## src/rtl/cjb_risc_hmmiop_cu.sv

```systemverilog
// Moore control unit for the three-bus Harvard 8-bit RISC with memory-mapped I/O.
// Sequences FETCH/DECODE/ADDR/MEM and drives every datapath strobe and bus select.
module cjb_risc_hmmiop_cu #(
    parameter logic [9:0] IO_ADDR = 10'h3FF
) (
    input  logic       Clock,
    input  logic       Reset,
    input  logic [7:0] IW,
    input  logic [3:0] SR_CNVZ,
    input  logic [9:0] MARout,
    output logic       RST_PC,
    output logic       LD_PC,
    output logic       CNT_PC,
    output logic       LD_IR,
    output logic       LD_R0,
    output logic       LD_R1,
    output logic       LD_R2,
    output logic       LD_R3,
    output logic       LD_SR,
    output logic       LD_MABR,
    output logic       LD_MAXR,
    output logic       LD_MAR,
    output logic       RW,
    output logic       LD_IPDR,
    output logic       LD_OPDR,
    output logic [1:0] IB0_SEL,
    output logic [1:0] IB1_SEL,
    output logic [1:0] IB2_SEL,
    output logic [3:0] ALU_FS,
    output logic       push,
    output logic       pop,
    output logic       ipstksel,
    output logic       Halted
);

    typedef enum logic [2:0] {
        S_RST    = 3'd0,
        S_FETCH  = 3'd1,
        S_DECODE = 3'd2,
        S_ADDR   = 3'd3,
        S_MEM    = 3'd4,
        S_HALT   = 3'd5
    } state_t;

    localparam logic [3:0] OP_MOV  = 4'h8;
    localparam logic [3:0] OP_LD   = 4'h9;
    localparam logic [3:0] OP_ST   = 4'hA;
    localparam logic [3:0] OP_STK  = 4'hC;
    localparam logic [3:0] OP_JMP  = 4'hD;
    localparam logic [3:0] OP_HALT = 4'hF;

    state_t state_q, state_d;

    logic [3:0] opcode;
    logic [1:0] ri;
    logic [1:0] rj;
    logic       is_io;
    logic       jmp_taken;
    logic [3:0] ld_r;
    logic [1:0] flag_idx;

    assign opcode    = IW[7:4];
    assign ri        = IW[3:2];
    assign rj        = IW[1:0];
    assign is_io     = (MARout == IO_ADDR);
    // Flag order in SR is {C,N,V,Z}, so subcode 00 selects bit 3.
    assign flag_idx  = 2'd3 - rj;
    assign jmp_taken = IW[3] | (SR_CNVZ[flag_idx] ^ IW[2]);

    assign {LD_R3, LD_R2, LD_R1, LD_R0} = ld_r;

    always_ff @(posedge Clock or posedge Reset) begin
        if (Reset) begin
            state_q <= S_RST;
        end else begin
            state_q <= state_d;
        end
    end

    always_comb begin
        state_d  = state_q;
        RST_PC   = 1'b0;
        LD_PC    = 1'b0;
        CNT_PC   = 1'b0;
        LD_IR    = 1'b0;
        ld_r     = 4'b0000;
        LD_SR    = 1'b0;
        LD_MABR  = 1'b0;
        LD_MAXR  = 1'b0;
        LD_MAR   = 1'b0;
        RW       = 1'b0;
        LD_IPDR  = 1'b0;
        LD_OPDR  = 1'b0;
        IB0_SEL  = 2'b00;
        IB1_SEL  = 2'b00;
        IB2_SEL  = 2'b00;
        ALU_FS   = 4'h0;
        push     = 1'b0;
        pop      = 1'b0;
        ipstksel = 1'b0;
        Halted   = 1'b0;

        case (state_q)
            S_RST: begin
                RST_PC  = 1'b1;
                state_d = S_FETCH;
            end

            S_FETCH: begin
                LD_IR   = 1'b1;
                CNT_PC  = 1'b1;
                state_d = S_DECODE;
            end

            S_DECODE: begin
                state_d = S_FETCH;
                if (!opcode[3]) begin
                    ALU_FS  = {1'b0, opcode[2:0]};
                    IB0_SEL = ri;
                    IB1_SEL = rj;
                    IB2_SEL = 2'b01;
                    ld_r    = 4'b0001 << ri;
                    LD_SR   = 1'b1;
                end else begin
                    case (opcode)
                        OP_MOV: begin
                            IB0_SEL = rj;
                            ld_r    = 4'b0001 << ri;
                        end
                        OP_LD, OP_ST: begin
                            // MAXR takes Rj through IB0 -> IB2 while the base byte is latched.
                            LD_MABR = 1'b1;
                            LD_MAXR = 1'b1;
                            CNT_PC  = 1'b1;
                            IB0_SEL = rj;
                            state_d = S_ADDR;
                        end
                        OP_JMP: begin
                            LD_MABR = 1'b1;
                            LD_MAXR = 1'b1;
                            CNT_PC  = 1'b1;
                            state_d = S_ADDR;
                        end
                        OP_STK: begin
                            if (rj == 2'b00) begin
                                IB0_SEL = ri;
                                push    = 1'b1;
                            end else if (rj == 2'b01) begin
                                IB2_SEL  = 2'b11;
                                ipstksel = 1'b1;
                                pop      = 1'b1;
                                ld_r     = 4'b0001 << ri;
                            end
                        end
                        OP_HALT: state_d = S_HALT;
                        default: ;
                    endcase
                end
            end

            S_ADDR: begin
                LD_MAR  = 1'b1;
                LD_IPDR = 1'b1;
                if (opcode == OP_JMP) begin
                    LD_PC   = jmp_taken;
                    state_d = S_FETCH;
                end else if (opcode == OP_LD || opcode == OP_ST) begin
                    state_d = S_MEM;
                end else begin
                    state_d = S_FETCH;
                end
            end

            S_MEM: begin
                state_d = S_FETCH;
                if (opcode == OP_LD) begin
                    IB2_SEL = is_io ? 2'b11 : 2'b10;
                    ld_r    = 4'b0001 << ri;
                end else if (opcode == OP_ST) begin
                    IB0_SEL = ri;
                    LD_OPDR = is_io;
                    RW      = ~is_io;
                end
            end

            S_HALT: begin
                Halted  = 1'b1;
                state_d = S_HALT;
            end

            default: state_d = S_RST;
        endcase
    end

endmodule

```

## config.mk

```make
export PLATFORM = sky130hd
export DESIGN_NAME = cjb_risc_hmmiop_cu
export DESIGN_NICKNAME = d
export VERILOG_FILES = /design/src/rtl/cjb_risc_hmmiop_cu.sv
export SDC_FILE = /design/constraint.sdc
export NUM_CORES = 1
export LEC_CHECK = 0
export BUFFER_PORTS_ARGS = -buffer_cell sky130_fd_sc_hd__buf_4
export CAP_MARGIN = 20
export CORE_MARGIN = 2
export CORE_UTILIZATION = 33
export DETAILED_ROUTE_END_ITERATION = 10
export PLACE_DENSITY = 0.78
export SLEW_MARGIN = 20
export SYNTH_ARGS = -nofsm -noshare
export SYNTH_HDL_FRONTEND = slang
export SYNTH_SLANG_ARGS = --single-unit
```

## constraint.sdc

```tcl
create_clock -name Clock -period 1.5 [get_ports Clock]
set_clock_uncertainty 0.2 [all_clocks]
set_input_delay 0.075 -clock Clock [delete_from_list [all_inputs] [get_ports Clock]]
set_output_delay 0.075 -clock Clock [all_outputs]
set_load 0.05 [all_outputs]
```

== After elaboration in Yosys (flattened, before gate mapping) ==
Index checks and enable logic that the tools add are counted.
Word-level totals
  bits in registers: 3
Operators by class
  $lt $le $gt $ge: 1
  $add $sub $neg: 1
  bitwise operators: 3
  shift operators: 1
  mux-type cells: 57
  reductions and logical operators: 6
  equal/unequal tests: 13
Operators with widths (count)
  $mux 1: 28
  $eq 4x4->1 const B: 6
  $mux 2: 11
  $mux 4: 4
  $pmux 4 s2: 2
  $mux 3: 5
  $pmux 3 s5: 1
  $pmux 2 s2: 3
  $eq 10x10->1 const B: 1
  $eq 3x2->1 const B: 2
  $eq 3x3->1 const B: 2
  $pmux 3 s2: 1
  $reduce_or 3->1: 2
  $shl 1x2->4 const A: 1
  $eq 3x1->1 const B: 1
  $logic_not 3->1: 1
  $lt 2x3->1 const B: 1
  $bmux 1 s2: 1
  $eq 2x1->1 const B: 1
  $logic_not 2->1: 1
  $pmux 1 s2: 1
  $reduce_or 2->1: 1
  $sub 2x2->2 const A: 1
  $logic_or 1x1->1: 1
  other kinds (3): 3

== Depth between registers and ports, before layout ==
  word-level depth: 7
  mapped depth: 6
  gate-level depth less buffers: 4

== Worst setup path after synthesis ==
OpenSTA, ideal clock, no wires.
  kind: register to output
  start point: register state_q[2]
  end point: output port LD_PC
  data required time: 1.225 ns
  setup slack: -1.033 ns
  data arrival time: 2.258 ns
  stages on the path, launching flop included: 6
  cells stage by stage: dfrtp_1 buf_2 nand3b_1 nor3b_1 nand3_1 a311oi_1
Between the ends
  longest elaborated chain between the ends: 2
Ends and longest elaborated chain
  start, declared: line 52  | state_t state_q, state_d;
  start signal, assigned: line 76  | state_q <= state_d;
  $eq 3x2->1: line 103  | case (state_q)
  $mux 1: line 103
  end, declared: line 12  | output logic LD_PC,
Every way passes these cells.

== Worst setup path after layout ==
  start point: register state_q[0]
  end point: output port ipstksel
Between the ends
  longest elaborated chain between the ends: 2
Ends and longest elaborated chain
  $eq 3x2->1: line 103
  $mux 1: line 103
  end, declared: line 32  | output logic ipstksel,
Every way passes these cells.

==> run_results.csv <==
group,metric,value,unit
outcome,status,"finished, violations left",
outcome,violations,"negative setup slack",
critical_path,end_kind,"primary output",
pwr,pwr-share-clk,0.095,
drt,vias_per_cell,5.31,
global_routing,grt_pass1_wl,4100,um
synthesis,seq_area_frac_synth,0.123,
timing,hold_viol_final,0,
layout,layout_common_cells,"42 x buf_4, 23 x buf_6, 8 x buf_8",
cts,tritoncts,"done",
timing,period_minus_slack,1.98,ns
pwr,p_switching,841,uW
drt,postRouteAntennaNets,0,
global_routing,grt_pass1_vias,951,
pwr,leakage,0.677,nW
synthesis,yosys.area.top_type,"dfrtp_1",
layout,final_cells,183,
synthesis,synth_area_leaders,"dfrtp_1 12%, a211oi_1 6.1%, nor3_1 5.7%",
layout,reg_top3,"state_q: 3 flops",
timing,rsz0062_at_grt,"true",
pwr,powerDensity,1060,nW/um2
synthesis,yosys_warnings,0,
cts,clock_sinks,3,
die,dieArea,2210,um2
critical_path,arrival,1.71,ns
cts,numCtsBuffers,3,
critical_path,startpoint_type,"flop",
place,numPortBuffers,51,
layout,final_common_cell,"buf_4",
die,io_pins,53,
critical_path,path_class,"flop to primary output",
pwr,power.share.switching,0.522,
cts,clk_pin_slew,0.04,ns
layout,layout-drive-gt1-share,0.728,
synthesis,synth_area_per_cell,6.94,um2
die,die_x,47.0,um
global_routing,grt-ovfl-total,0,
place,finalWeightedCongestion,0.820,
global_routing,antenna_found_initial,0,
place,dp_hpwl,1940,um
pwr,combPwrFrac,0.795,
hold_path,hold_path.class,"primary input to asynchronous set/reset pin",
synthesis,synth_top_area_frac,0.123,
synthesis,syn_area,611,um2
flow_run,cap_violations,0,
timing,clock.fmax,504,MHz
place,place_inst,175,
pwr,intPower,771,uW
synthesis,synth_cells,88,
timing,fin_ws,-0.483,ns
die,core,1730,um2
die,chipHeight,47.0,um
pwr,peakVddDrop,1.52,mV
place,placed_cell_area,1260,um2
timing,timing.final.crit_share,1.32,
drt,routed-via-count,971,
cts,root_buffer,"clkbuf_4",
drt,wl,3060,um
global_routing,grt_start_max_net_pins,10,
cts,h-tree-depth,1,
layout,regMostFlops,"state_q",
layout,largest_reg_flops,3,
critical_path,required,1.22,ns
critical_path,cp_max_fo,5,
drt,drc,0,
layout,antennaDiodeCount,0,
cts,clkLatencyLatePin,0.25,ns
global_routing,grtUsageTotal,0.270,
layout,area_growth,150,%
synthesis,ys_seq_elements,3,
layout,final_area,1530,um2
timing,drv_slew,0,
die,initial_utilization,0.354,
drt,drt_iter0_drc,28,
drt,wl_per_cell,16.7,um
layout,fin_nets,183,
synthesis,synth_cell_types,35,
drt,drtPass1Iterations,4,
synthesis,syn-num-nets,112,
timing,finalSetupViolCount,26,
cts,clock_path_buffers,2,
die,rows,15,
pwr,pwr-share-seq,0.109,
-- timing repair --
item                       4_1_cts  5_1_grt
pin swaps                        7        5
hold endpoints to repair         3        0
gates resized for setup         40       15
setup buffers                    3        4
hold buffers                     1        0
setup endpoints to repair       28       30
-- critical path, cell delays in order (launching register included) --
cell and delay [ns]:
dfrtp_2 0.45, nor3b_4 0.28, nand2_2 0.09, or3_4 0.38, clkinvlp_4 0.12, buf_8 0.15
-- power groups by stage --
stage                     combinational (mW)  clock, mW  sequential [mW]
after global placement                 0.951          0            0.167
after CTS                               1.17      0.151            0.172
after floorplan                        0.700          0            0.148
final                                   1.28      0.154            0.176
after detailed placement               0.971          0            0.169
after global routing                    1.32      0.167            0.180
-- cell usage after synthesis, drive strengths merged --
cell    instances
or2b            1
a21oi           5
nor3            7
nand4           4
mux2i           2
nand2b          2
inv             9
nand3           1
nand2           6
clkbuf          2
nor2            4
dfrtp           3
nor3b           3
or4b            1
and2b           1
or3             2
xnor2           2
nand3b          2
a21boi          1
buf             6
o21ai           6
nor2b           3
and3            5
or2             2
a311oi          1
a211oi          5
a31oi           1
conb            1
-- final timing paths --
path	start	to	slack (ns)	cells after the start
max	state_q[0]	ipstksel	-0.48	5
min	Reset	state_q[1]	0.08	3
max reg2reg	state_q[0]	state_q[1]	0.01	5
min reg2reg	state_q[1]	state_q[0]	0.50	2
max in group asynchronous	Reset	state_q[0]	0.88	3
min in group Clock	IW[7]	state_q[2]	0.09	4
-- layout make-up --
| type | instances | area [um2] |
|---|---|---|
| clock buffers | 4 | 26.3 |
| fillers | 90 | 200 |
| inverters | 9 | 40.0 |
| multi-input cells | 68 | 646 |
| flip-flops and latches | 3 | 78.8 |
| well taps | 25 | 31.3 |
| repair buffers | 74 | 704 |
-- through the flow --
stage,hold slack (ns),TNS (ns),power (mW),util,setup WS [ns]
after CTS,0.0597,-8.08,1.49,0.844,-0.439
after detailed placement,-0.244,-3.34,1.14,0.730,-0.294
after global routing,0.0683,-10.55,1.67,0.884,-0.539
after floorplan,-0.371,-6.14,0.848,-,-0.435
after global placement,-0.250,-3.22,1.12,0.730,-0.274
final,0.0778,-8.94,1.61,0.884,-0.483
-- per-layer routing --
metal | wire length [um] | part of all wire | global-route usage
met5 | 0 | 0 | 0
met2 | 1650 | 0.54 | 0.510
met3 | 269 | 0.088 | 0.0500
met1 | 1090 | 0.35 | 0.285
met4 | 54 | 0.018 | 0.122
-- kinds of logic (layout without fill, tap and decap cells) --
kind of cell,Yosys count,in the layout,synth area share
buffers and inverters,17,87,0.162
other,1,1,0.00614
and+or+nand+nor,44,44,0.459
AOI/OAI and AO/OA,19,19,0.189
DFF,3,3,0.123
xor gates and xnor gates,2,2,0.0287
muxes,2,2,0.0328
Note: power is estimated with default switching activity, not from simulation.
